File: config.mk
export PLATFORM = sky130hd
export DESIGN_NAME = seg_scan
export DESIGN_NICKNAME = d
export VERILOG_FILES = /design/src/rtl/seg_pkg.sv /design/src/rtl/seg_8.sv /design/src/rtl/seg_scan.sv
export SDC_FILE = /design/constraint.sdc
export NUM_CORES = 1
export LEC_CHECK = 0
export BUFFER_PORTS_ARGS = -buffer_cell sky130_fd_sc_hd__buf_2
export CAP_MARGIN = 0
export CORE_MARGIN = 2
export CORE_UTILIZATION = 40
export DETAILED_ROUTE_END_ITERATION = 8
export PLACE_DENSITY = 0.67
export SYNTH_ARGS = -nofsm -noshare
export SYNTH_HDL_FRONTEND = slang
export SYNTH_SLANG_ARGS = --single-unit
File: constraint.sdc
create_clock -name clk -period 4.4 [get_ports clk]
set_clock_uncertainty 0.1 [all_clocks]
set_input_delay 0.44 -clock clk [delete_from_list [all_inputs] [get_ports clk]]
set_output_delay 0.44 -clock clk [all_outputs]
set_load 0.005 [all_outputs]
File: src/rtl/seg_pkg.sv
// Shared types and constants for the seven-segment scanner.
package seg_pkg;

  // Active-low segment byte {dp,a,b,c,d,e,f,g}.
  typedef logic [7:0] seg_t;

  // All segments dark.
  localparam seg_t SEG_OFF = 8'hFF;

  // Per-slot phase: the blanking gap, then the lit part of the slot.
  typedef enum logic {
    PH_BLANK = 1'b0,
    PH_SHOW  = 1'b1
  } phase_t;

endpackage

File: src/rtl/seg_8.sv
// Hex nibble to active-low seven-segment decoder with decimal point.
import seg_pkg::*;

module seg_8 (
  input  logic [3:0] data,
  input  logic       dot,
  output logic [7:0] seg
);

  // Active-high glyph in {a,b,c,d,e,f,g} order.
  logic [6:0] glyph;

  // Glyph table lookup, then invert everything for the common-anode pins.
  always_comb begin
    glyph = 7'b0000000;
    case (data)
      4'h0: glyph = 7'b1111110;
      4'h1: glyph = 7'b0110000;
      4'h2: glyph = 7'b1101101;
      4'h3: glyph = 7'b1111001;
      4'h4: glyph = 7'b0110011;
      4'h5: glyph = 7'b1011011;
      4'h6: glyph = 7'b1011111;
      4'h7: glyph = 7'b1110000;
      4'h8: glyph = 7'b1111111;
      4'h9: glyph = 7'b1111011;
      4'hA: glyph = 7'b1110111;
      4'hB: glyph = 7'b0011111;
      4'hC: glyph = 7'b1001110;
      4'hD: glyph = 7'b0111101;
      4'hE: glyph = 7'b1001111;
      4'hF: glyph = 7'b1000111;
      default: glyph = 7'b0000000;
    endcase
    seg = seg_t'({~dot, ~glyph});
  end

endmodule

File: src/rtl/seg_scan.sv
// Multiplexed scanner for common-anode seven-segment digits. One decoder is
// shared across all positions; the displayed word is snapshotted once per
// frame and every slot starts with a blanking gap to stop ghosting.
import seg_pkg::*;

module seg_scan #(
  parameter int DIGITS = 6,
  parameter int DIV    = 1000,
  parameter int GAP    = 16
) (
  input  logic                  clk,
  input  logic                  rst_n,
  input  logic                  en,
  input  logic [4*DIGITS-1:0]   data,
  input  logic [DIGITS-1:0]     dots,
  input  logic [DIGITS-1:0]     blank,
  output logic [7:0]            seg,
  output logic [DIGITS-1:0]     dig,
  output logic                  frame_start
);

  localparam int CNT_W = $clog2(DIV);
  localparam int IDX_W = (DIGITS > 1) ? $clog2(DIGITS) : 1;
  localparam logic [CNT_W-1:0] CNT_LAST = CNT_W'(DIV - 1);
  localparam logic [CNT_W-1:0] GAP_PRE  = CNT_W'(GAP - 1);
  localparam logic [IDX_W-1:0] IDX_LAST = IDX_W'(DIGITS - 1);

  logic [CNT_W-1:0]    cnt;
  logic [IDX_W-1:0]    idx;
  phase_t              phase, phase_next;
  logic [4*DIGITS-1:0] data_snap;
  logic [DIGITS-1:0]   dots_snap;
  logic [DIGITS-1:0]   blank_snap;

  logic [3:0]          nib;
  logic                dot_sel;
  logic                blk_sel;
  logic [DIGITS-1:0]   dig_sel;
  seg_t                dec_seg;

  // Slot counter and digit index; disabling parks the scan at its start.
  always_ff @(posedge clk) begin
    if (!rst_n || !en) begin
      cnt <= '0;
      idx <= '0;
    end else if (cnt == CNT_LAST) begin
      cnt <= '0;
      idx <= (idx == IDX_LAST) ? '0 : idx + IDX_W'(1);
    end else begin
      cnt <= cnt + CNT_W'(1);
    end
  end

  // Phase register; always agrees with (cnt >= GAP).
  always_ff @(posedge clk) begin
    if (!rst_n) phase <= PH_BLANK;
    else        phase <= phase_next;
  end

  // Phase next-state: enter SHOW as cnt reaches GAP, leave at slot wrap.
  always_comb begin
    phase_next = phase;
    case (phase)
      PH_BLANK: if (en && cnt == GAP_PRE)     phase_next = PH_SHOW;
      PH_SHOW:  if (!en || cnt == CNT_LAST)   phase_next = PH_BLANK;
      default:                                phase_next = PH_BLANK;
    endcase
  end

  // Frame snapshot taken at the very start of each enabled frame.
  always_ff @(posedge clk) begin
    if (!rst_n) begin
      data_snap  <= '0;
      dots_snap  <= '0;
      blank_snap <= '0;
    end else if (en && idx == '0 && cnt == '0) begin
      data_snap  <= data;
      dots_snap  <= dots;
      blank_snap <= blank;
    end
  end

  // Pick the active digit's nibble, dot, blank flag and select pattern.
  always_comb begin
    nib     = 4'h0;
    dot_sel = 1'b0;
    blk_sel = 1'b1;
    dig_sel = '1;
    for (int i = 0; i < DIGITS; i++) begin
      if (idx == IDX_W'(i)) begin
        nib        = data_snap[4*i +: 4];
        dot_sel    = dots_snap[i];
        blk_sel    = blank_snap[i];
        dig_sel[i] = 1'b0;
      end
    end
  end

  seg_8 u_dec (
    .data (nib),
    .dot  (dot_sel),
    .seg  (dec_seg)
  );

  // Registered pin drive: lit only in SHOW of an enabled, unblanked digit.
  always_ff @(posedge clk) begin
    if (!rst_n) begin
      seg         <= SEG_OFF;
      dig         <= '1;
      frame_start <= 1'b0;
    end else begin
      frame_start <= en && idx == '0 && cnt == '0;
      if (en && phase == PH_SHOW && !blk_sel) begin
        seg <= dec_seg;
        dig <= dig_sel;
      end else begin
        seg <= SEG_OFF;
        dig <= '1;
      end
    end
  end

endmodule

# == Word-level counts from Yosys, hierarchy flattened ==
# Memories as Yosys holds them, arrays and structs flattened.
# Index checks and enable logic that the tools add are counted.
# totals
register_bits,65
romBits,112
in_bits,39
elab_cells,64
memories,1
# memory_table
name,depth,width,read_ports,rd_clocked_by_memory_dff,write_ports,line_no,source
(no name shown),16,7,1,0,0,seg_8.sv:16,case (data)
# classes
addsub,2
n_eq_ne,7
muxes,28
bitwise,3
reduce_logical,14
# op_table
op,n
$mux 4,6
$mux 1,20
$add 10x1->10 const B,1
$eq 10x10->1 const B,1
$eq 10x4->1 const B,1
$logic_not 10->1,1
$not 7->7,1
$eq 3x2->1 const B,2
$eq 3x3->1 const B,2
$logic_and 1x1->1,5
$add 3x1->3 const B,1
$eq 3x1->1 const B,1
$logic_not 1->1,3
$logic_not 3->1,1
$mux 3,1
$logic_or 1x1->1,2
$not 1->1,2
$pmux 1 s2,1
$reduce_and 2->1,1
$reduce_or 2->1,1

# == Logic depth before layout (Yosys ltp) ==
# logic_depth
word_depth,10
ltp_mapped,14
depth_no_buf,12

# == Modules after synthesis ==
# Synthesis repeated with hierarchy kept, for this count alone.
# hier_totals
hier_cells,311
area_unflattened_um2,3001.6
# modules_own_cells
mod,n_inst,cells_each,area_each_um2
seg_scan,1,279,2746.4
seg_8,1,32,255.2

# == Worst setup path before layout ==
# OpenSTA, ideal clock, no wires.
# synth_timing
path_type,register to register
startpoint,register idx[0]
endpoint,register seg[3]
setup_ns,0.118
arrival_time_ns,2.331
path_slack_ns,1.851
stages_incl_launch_ff,14
path_buffers,2
period_less_slack_ns,2.549
path_cell_list,dfxtp_1 buf_4 inv_2 nor2_1 ha_1 clkbuf_1 inv_1 o21a_1 a22o_1 inv_1 ha_1 mux2i_1 mux2_2 nand2_1
# synth_between
elab_chain_len,10
elab_cells_between_ends,23
classes_between,eq/ne: 5; mux: 12; bitwise: 1; reduce/logical: 4; memory: 1
# synth_lines
element,line_no,source
start: declaration,seg_scan.sv:29,logic [IDX_W-1:0] idx;
start signal: assignment,seg_scan.sv:48,idx <= (idx == IDX_LAST) ? '0 : idx + IDX_W'(1);
"parallel branches: the longest is 10 deep, another holds $mem_v2 16x7",n/a,
end signal: assignment,seg_scan.sv:114,seg <= dec_seg;
end: declaration,seg_scan.sv:17,"output logic [7:0] seg,"
# Parallel ways; which one is timed is not known.
# A chain may end at the register's enable or synchronous reset.

# == Worst setup path after layout ==
# layout_timing
startpoint,register idx[0]
endpoint,register seg[4]
# Same word-level chain as after synthesis.

==> report_table.html <==
<table>
<tr><th>Metric</th><th>Value</th></tr>
<tr><th colspan="2">Setup path</th></tr>
<tr><td>Capturing element type of the critical path</td><td>flip-flop</td></tr>
<tr><td>Worst Path Class, Setup</td><td>flip-flop to flip-flop</td></tr>
<tr><td>Critical path startpoint category</td><td>flip-flop</td></tr>
<tr><td>Critical path cell sequence</td><td>inv_2 -&gt; nor2_1 -&gt; ha_1 -&gt; inv_1 -&gt; a2bb2oi_1 -&gt; or2_1 -&gt; mux2i_1 -&gt; o221ai_1</td></tr>
<tr><td>Worst-path cell with the longest stage delay</td><td>mux2i_1</td></tr>
<tr><td>WP buf/inv</td><td>2</td></tr>
<tr><td>Critical path's top delay family</td><td>multiplexers</td></tr>
<tr><td>Crit. path cell count</td><td>8</td></tr>
<tr><td>Crit path max fanout</td><td>14</td></tr>
<tr><td>CP max stage delay</td><td>around 0.7 ns</td></tr>
<tr><td>Crit path DAT</td><td>~3.2 ns</td></tr>
<tr><td>Required time at the worst-slack endpoint</td><td>between 4 and 5 ns</td></tr>
<tr><td>Depth of the most critical reg-to-reg path</td><td>8</td></tr>
<tr><th colspan="2">Detailed routing</th></tr>
<tr><td>Wire per inst</td><td>~13 um</td></tr>
<tr><td>Number of nets with antenna violations after routing</td><td>0</td></tr>
<tr><td>Routed vias/inst</td><td>around 4.9</td></tr>
<tr><td>Vias</td><td>~2.4k</td></tr>
<tr><td>Drt initial violations</td><td>about 130</td></tr>
<tr><td>DRC violation count after routing</td><td>0</td></tr>
<tr><td>First-pass detailed-route iteration total</td><td>4</td></tr>
<tr><td>Wire length reported by the detailed router</td><td>6304 um</td></tr>
<tr><th colspan="2">Synthesis</th></tr>
<tr><td>Cells after synthesis</td><td>~350</td></tr>
<tr><td>Async set-or-reset flop fraction in the synthesized netlist</td><td>0%</td></tr>
<tr><td>Netlist Area Pre-Place</td><td>about 3000 sq um</td></tr>
<tr><td>Number of storage elements in the synthesis netlist</td><td>65</td></tr>
<tr><td>Count of different cell masters after synthesis</td><td>46</td></tr>
<tr><td>Area share of xor/xnor cells in the synthesized design</td><td>between 2 and 3%</td></tr>
<tr><td>Sequential fraction of the synthesis area</td><td>a little over two fifths</td></tr>
<tr><td>Portion of netlist area occupied by mux cells</td><td>4.826%</td></tr>
<tr><td>Cell type with the highest aggregate area in the netlist</td><td>dfxtp_1</td></tr>
<tr><td>Fraction of the mapped netlist area in compound gates</td><td>17.33%</td></tr>
<tr><td>Primary flip-flop cell chosen by synthesis mapping</td><td>dfxtp_1</td></tr>
<tr><td>Top cell type's share of synthesized area</td><td>a little over two fifths</td></tr>
<tr><td>Count of flip-flops with a built-in enable after synthesis</td><td>0</td></tr>
<tr><td>Post-Synth Adder-Cell Area</td><td>between 4 and 5%</td></tr>
<tr><td>Number of nets produced by synthesis</td><td>~400</td></tr>
<tr><td>Post-Synthesis Mean Instance Area</td><td>between 8 and 9 sq um</td></tr>
<tr><td>Synthesized-area fraction occupied by and/or/nand/nor cells</td><td>a little over a fifth</td></tr>
<tr><td>Count of yosys warnings during synthesis</td><td>0</td></tr>
<tr><td>Dominant combinational cell family by area after synthesis</td><td>simple AND/OR/NAND/NOR gates</td></tr>
<tr><td>Top post-synthesis cells by area</td><td>dfxtp_1 44%, nand2_1 11%, a21boi_1 7.6%</td></tr>
<tr><th colspan="2">STA</th></tr>
<tr><td>Worst slew margin</td><td>about 22%</td></tr>
<tr><td>Unrepaired setup endpoints after global routing</td><td>no</td></tr>
<tr><td>Transition time at the pin with the least slew margin</td><td>1.163 ns</td></tr>
<tr><td>Final hold violations</td><td>0</td></tr>
<tr><td>Max-slew violation count</td><td>0</td></tr>
<tr><td>Finish-stage setup viols</td><td>0</td></tr>
<tr><td>Final critical path time including I/O delays and setup</td><td>3.108 ns</td></tr>
<tr><td>Setup TNS</td><td>0 ns</td></tr>
<tr><td>Max Clk Rate</td><td>between 300 and 400 MHz</td></tr>
<tr><td>Ratio of final minimum period to clock period</td><td>~70%</td></tr>
<tr><th colspan="2">Die</th></tr>
<tr><td>Number of core rows</td><td>31</td></tr>
<tr><td>Total Die Area</td><td>between 8000 and 9000 sq um</td></tr>
<tr><td>Number of ports placed on the die boundary</td><td>54</td></tr>
<tr><td>Standard cell core area</td><td>approximately 7300 sq um</td></tr>
<tr><td>Width of the die</td><td>around 90 um</td></tr>
<tr><td>Starting density of the core</td><td>41.11%</td></tr>
<tr><td>Y dimension of the die</td><td>90.34 um</td></tr>
<tr><th colspan="2">Power and ir drop</th></tr>
<tr><td>Cell Pwr Density</td><td>352.1 nW/um^2</td></tr>
<tr><td>Worst voltage drop across the vdd grid</td><td>~0.00012 V</td></tr>
<tr><td>LEAKAGE</td><td>around 1.4 nW</td></tr>
<tr><th colspan="2">Global routing</th></tr>
<tr><td>Overall fraction of global-route tracks in use</td><td>between 15 and 20%</td></tr>
<tr><td>Largest net degree at the start of global routing</td><td>41</td></tr>
<tr><td>Gr ovfl total</td><td>0</td></tr>
<tr><td>Antenna violations before repair</td><td>0</td></tr>
<tr><td>Number of global-route vias before repair</td><td>between 2k and 2.5k</td></tr>
<tr><td>First-pass GRT wire length</td><td>around 11000 um</td></tr>
<tr><th colspan="2">Min path</th></tr>
<tr><td>Hold depth</td><td>3</td></tr>
<tr><td>Type of the most critical hold path</td><td>input port to flip-flop</td></tr>
<tr><th colspan="2">CTS</th></tr>
<tr><td>Count of hold buffers inserted by post-cts repair</td><td>0</td></tr>
<tr><td>Clock buffers created by TritonCTS</td><td>9</td></tr>
<tr><td>Number of buffers on the longest clock path</td><td>2</td></tr>
<tr><td>Clock tree sinks</td><td>between 60 and 70</td></tr>
<tr><td>H-tree Lvls</td><td>3</td></tr>
<tr><td>Worst-skew pair later-pin latency</td><td>between 0.3 and 0.4 ns</td></tr>
<tr><td>Clock slew seen by the registers of the worst setup and hold paths</td><td>about 0.07 ns</td></tr>
<tr><td>CTS tree</td><td>done</td></tr>
<tr><td>Post-CTS Resized</td><td>0</td></tr>
<tr><td>Post-CTS Repair Setup Buffers</td><td>0</td></tr>
<tr><td>Root buffer cell</td><td>clkbuf_8</td></tr>
<tr><th colspan="2">Cells and area</th></tr>
<tr><td>Number of antenna cells inserted</td><td>0</td></tr>
<tr><td>Total number of nets in the final design</td><td>approximately 450</td></tr>
<tr><td>Growth of design area from synthesis to finish</td><td>15.61%</td></tr>
<tr><td>Post-layout util</td><td>a little under half</td></tr>
<tr><td>Fraction of layout instances using a drive strength above 1</td><td>around a fifth</td></tr>
<tr><th colspan="2">Place</th></tr>
<tr><td>Sum of net half-perimeters after detailed placement</td><td>4653 um</td></tr>
<tr><td>GP Congestion</td><td>approximately 0.87</td></tr>
<tr><td>Input/output buffers</td><td>53</td></tr>
<tr><th colspan="2">Run status</th></tr>
<tr><td>Run status</td><td>complete, no violations</td></tr>
<tr><th colspan="2">Run</th></tr>
<tr><td>Number of maximum-capacitance constraint violations</td><td>0</td></tr>
</table>
[per-stage QoR]
| stage | hold slack (ns) | worst slack [ns] | std cells | power (mW) | area (sq um) |
|---|---|---|---|---|---|
| final | 0.2428 | 1.292 | 500 | 1.214 | 3447 |
| after global routing | 0.2389 | 0.9073 | 500 | 1.276 | 3447 |
| after CTS | 0.2246 | 1.311 | 500 | 1.231 | 3447 |
| after detailed placement | 0.3444 | 1.332 | 484 | 0.7428 | 3258 |
| after global placement | 0.3420 | 1.452 | 484 | 0.7410 | 3258 |
| after floorplan | 0.3256 | 1.851 | 348 | 0.7119 | 2982 |
[synth_stat cells, types with 4 or more instances]
master,n
dfxtp_1,65
buf_6,6
o21ai_0,8
a21boi_0,6
clkbuf_1,6
xnor2_1,6
ha_1,10
o221ai_1,4
a21oi_1,7
mux2i_1,11
nand2_1,89
nor2_1,28
nand3_1,11
a21boi_1,30
inv_1,10
[worst paths after layout]
| path | startpoint | slack (ns) | endpoint |
|---|---|---|---|
| worst max-delay path | idx[0] | 1.29 | seg[4] |
| worst min-delay path | dots[1] | 0.24 | dots_snap[1] |
| worst max register to register | idx[0] | 1.29 | seg[4] |
| worst min register to register | data_snap[3] | 0.35 | data_snap[3] |
[where the power goes]
part	switching [mW]	internal [mW]
combinational	0.0575	0.0469
sequential	0.0141	0.610
clock	0.209	0.276
total	0.280	0.933
[kinds of logic (layout without fill, tap and decap cells)]
logic type | Yosys count | after routing
muxes | 14 | 14
adders and majority gates | 10 | 10
xor gates and xnor gates | 9 | 9
and+or+nand+nor | 149 | 149
AOI/OAI and AO/OA | 72 | 72
DFF | 65 | 65
buffers and inverters | 29 | 82
[sequential cells by signal, summed over array words and instances (netlist names)]
signal	flops
blank_snap	6
cnt	10
data_snap	24
dig	6
dots_snap	6
frame_start	1
idx	3
phase	1
seg	8
[placed cells by master (no fill, tap or decap), types with 2 or more instances in the layout]
master | Yosys | routed
o221ai_1 | 4 | 4
buf_2 | 3 | 53
a31oi_1 | 2 | 2
ha_1 | 10 | 10
clkinv_2 | 0 | 2
nor4_1 | 2 | 2
and2_1 | 3 | 3
mux2_2 | 3 | 3
a22o_1 | 3 | 3
mux2i_1 | 11 | 11
buf_4 | 3 | 2
o22ai_1 | 2 | 2
dfxtp_1 | 65 | 65
a21oi_1 | 7 | 7
inv_1 | 10 | 10
xnor2_1 | 6 | 6
a211o_1 | 2 | 2
or4_1 | 2 | 2
a21boi_0 | 6 | 6
nor2_1 | 28 | 28
clkbuf_1 | 6 | 3
nand3_1 | 11 | 11
clkbuf_8 | 0 | 10
nand2b_1 | 3 | 3
o21ai_0 | 8 | 8
xor2_1 | 3 | 3
and3_1 | 2 | 2
a21boi_1 | 30 | 30
nand2_1 | 89 | 89
[per-layer routing]
layer,vias to the layer above,GRT usage [%],wire length (um)
li1,1268,-,-
met1,1107,21.79,3006
met2,55,26.44,2923
met3,4,3.422,287
met4,0,8.333,87
met5,-,0,0
[area by class of cell]
cell class	count	area (sq um)
Inverter	11	41.29
Tap cell	99	123.9
Clock buffer	13	148.9
Sequential cell	65	1301
Fill cell	742	3806
Multi-Input combinational cell	254	1511
Timing Repair Buffer	55	280.3
Clock inverter	3	40.04
[tightest hold or removal path: cells and delay by family]
family	cells	cell delay [ns]
AOI/OAI and AO/OA	1	0.05
and+or+nand+nor	1	0.05
buffers and inverters	1	0.09
Note: power is estimated with default switching activity, not from simulation.
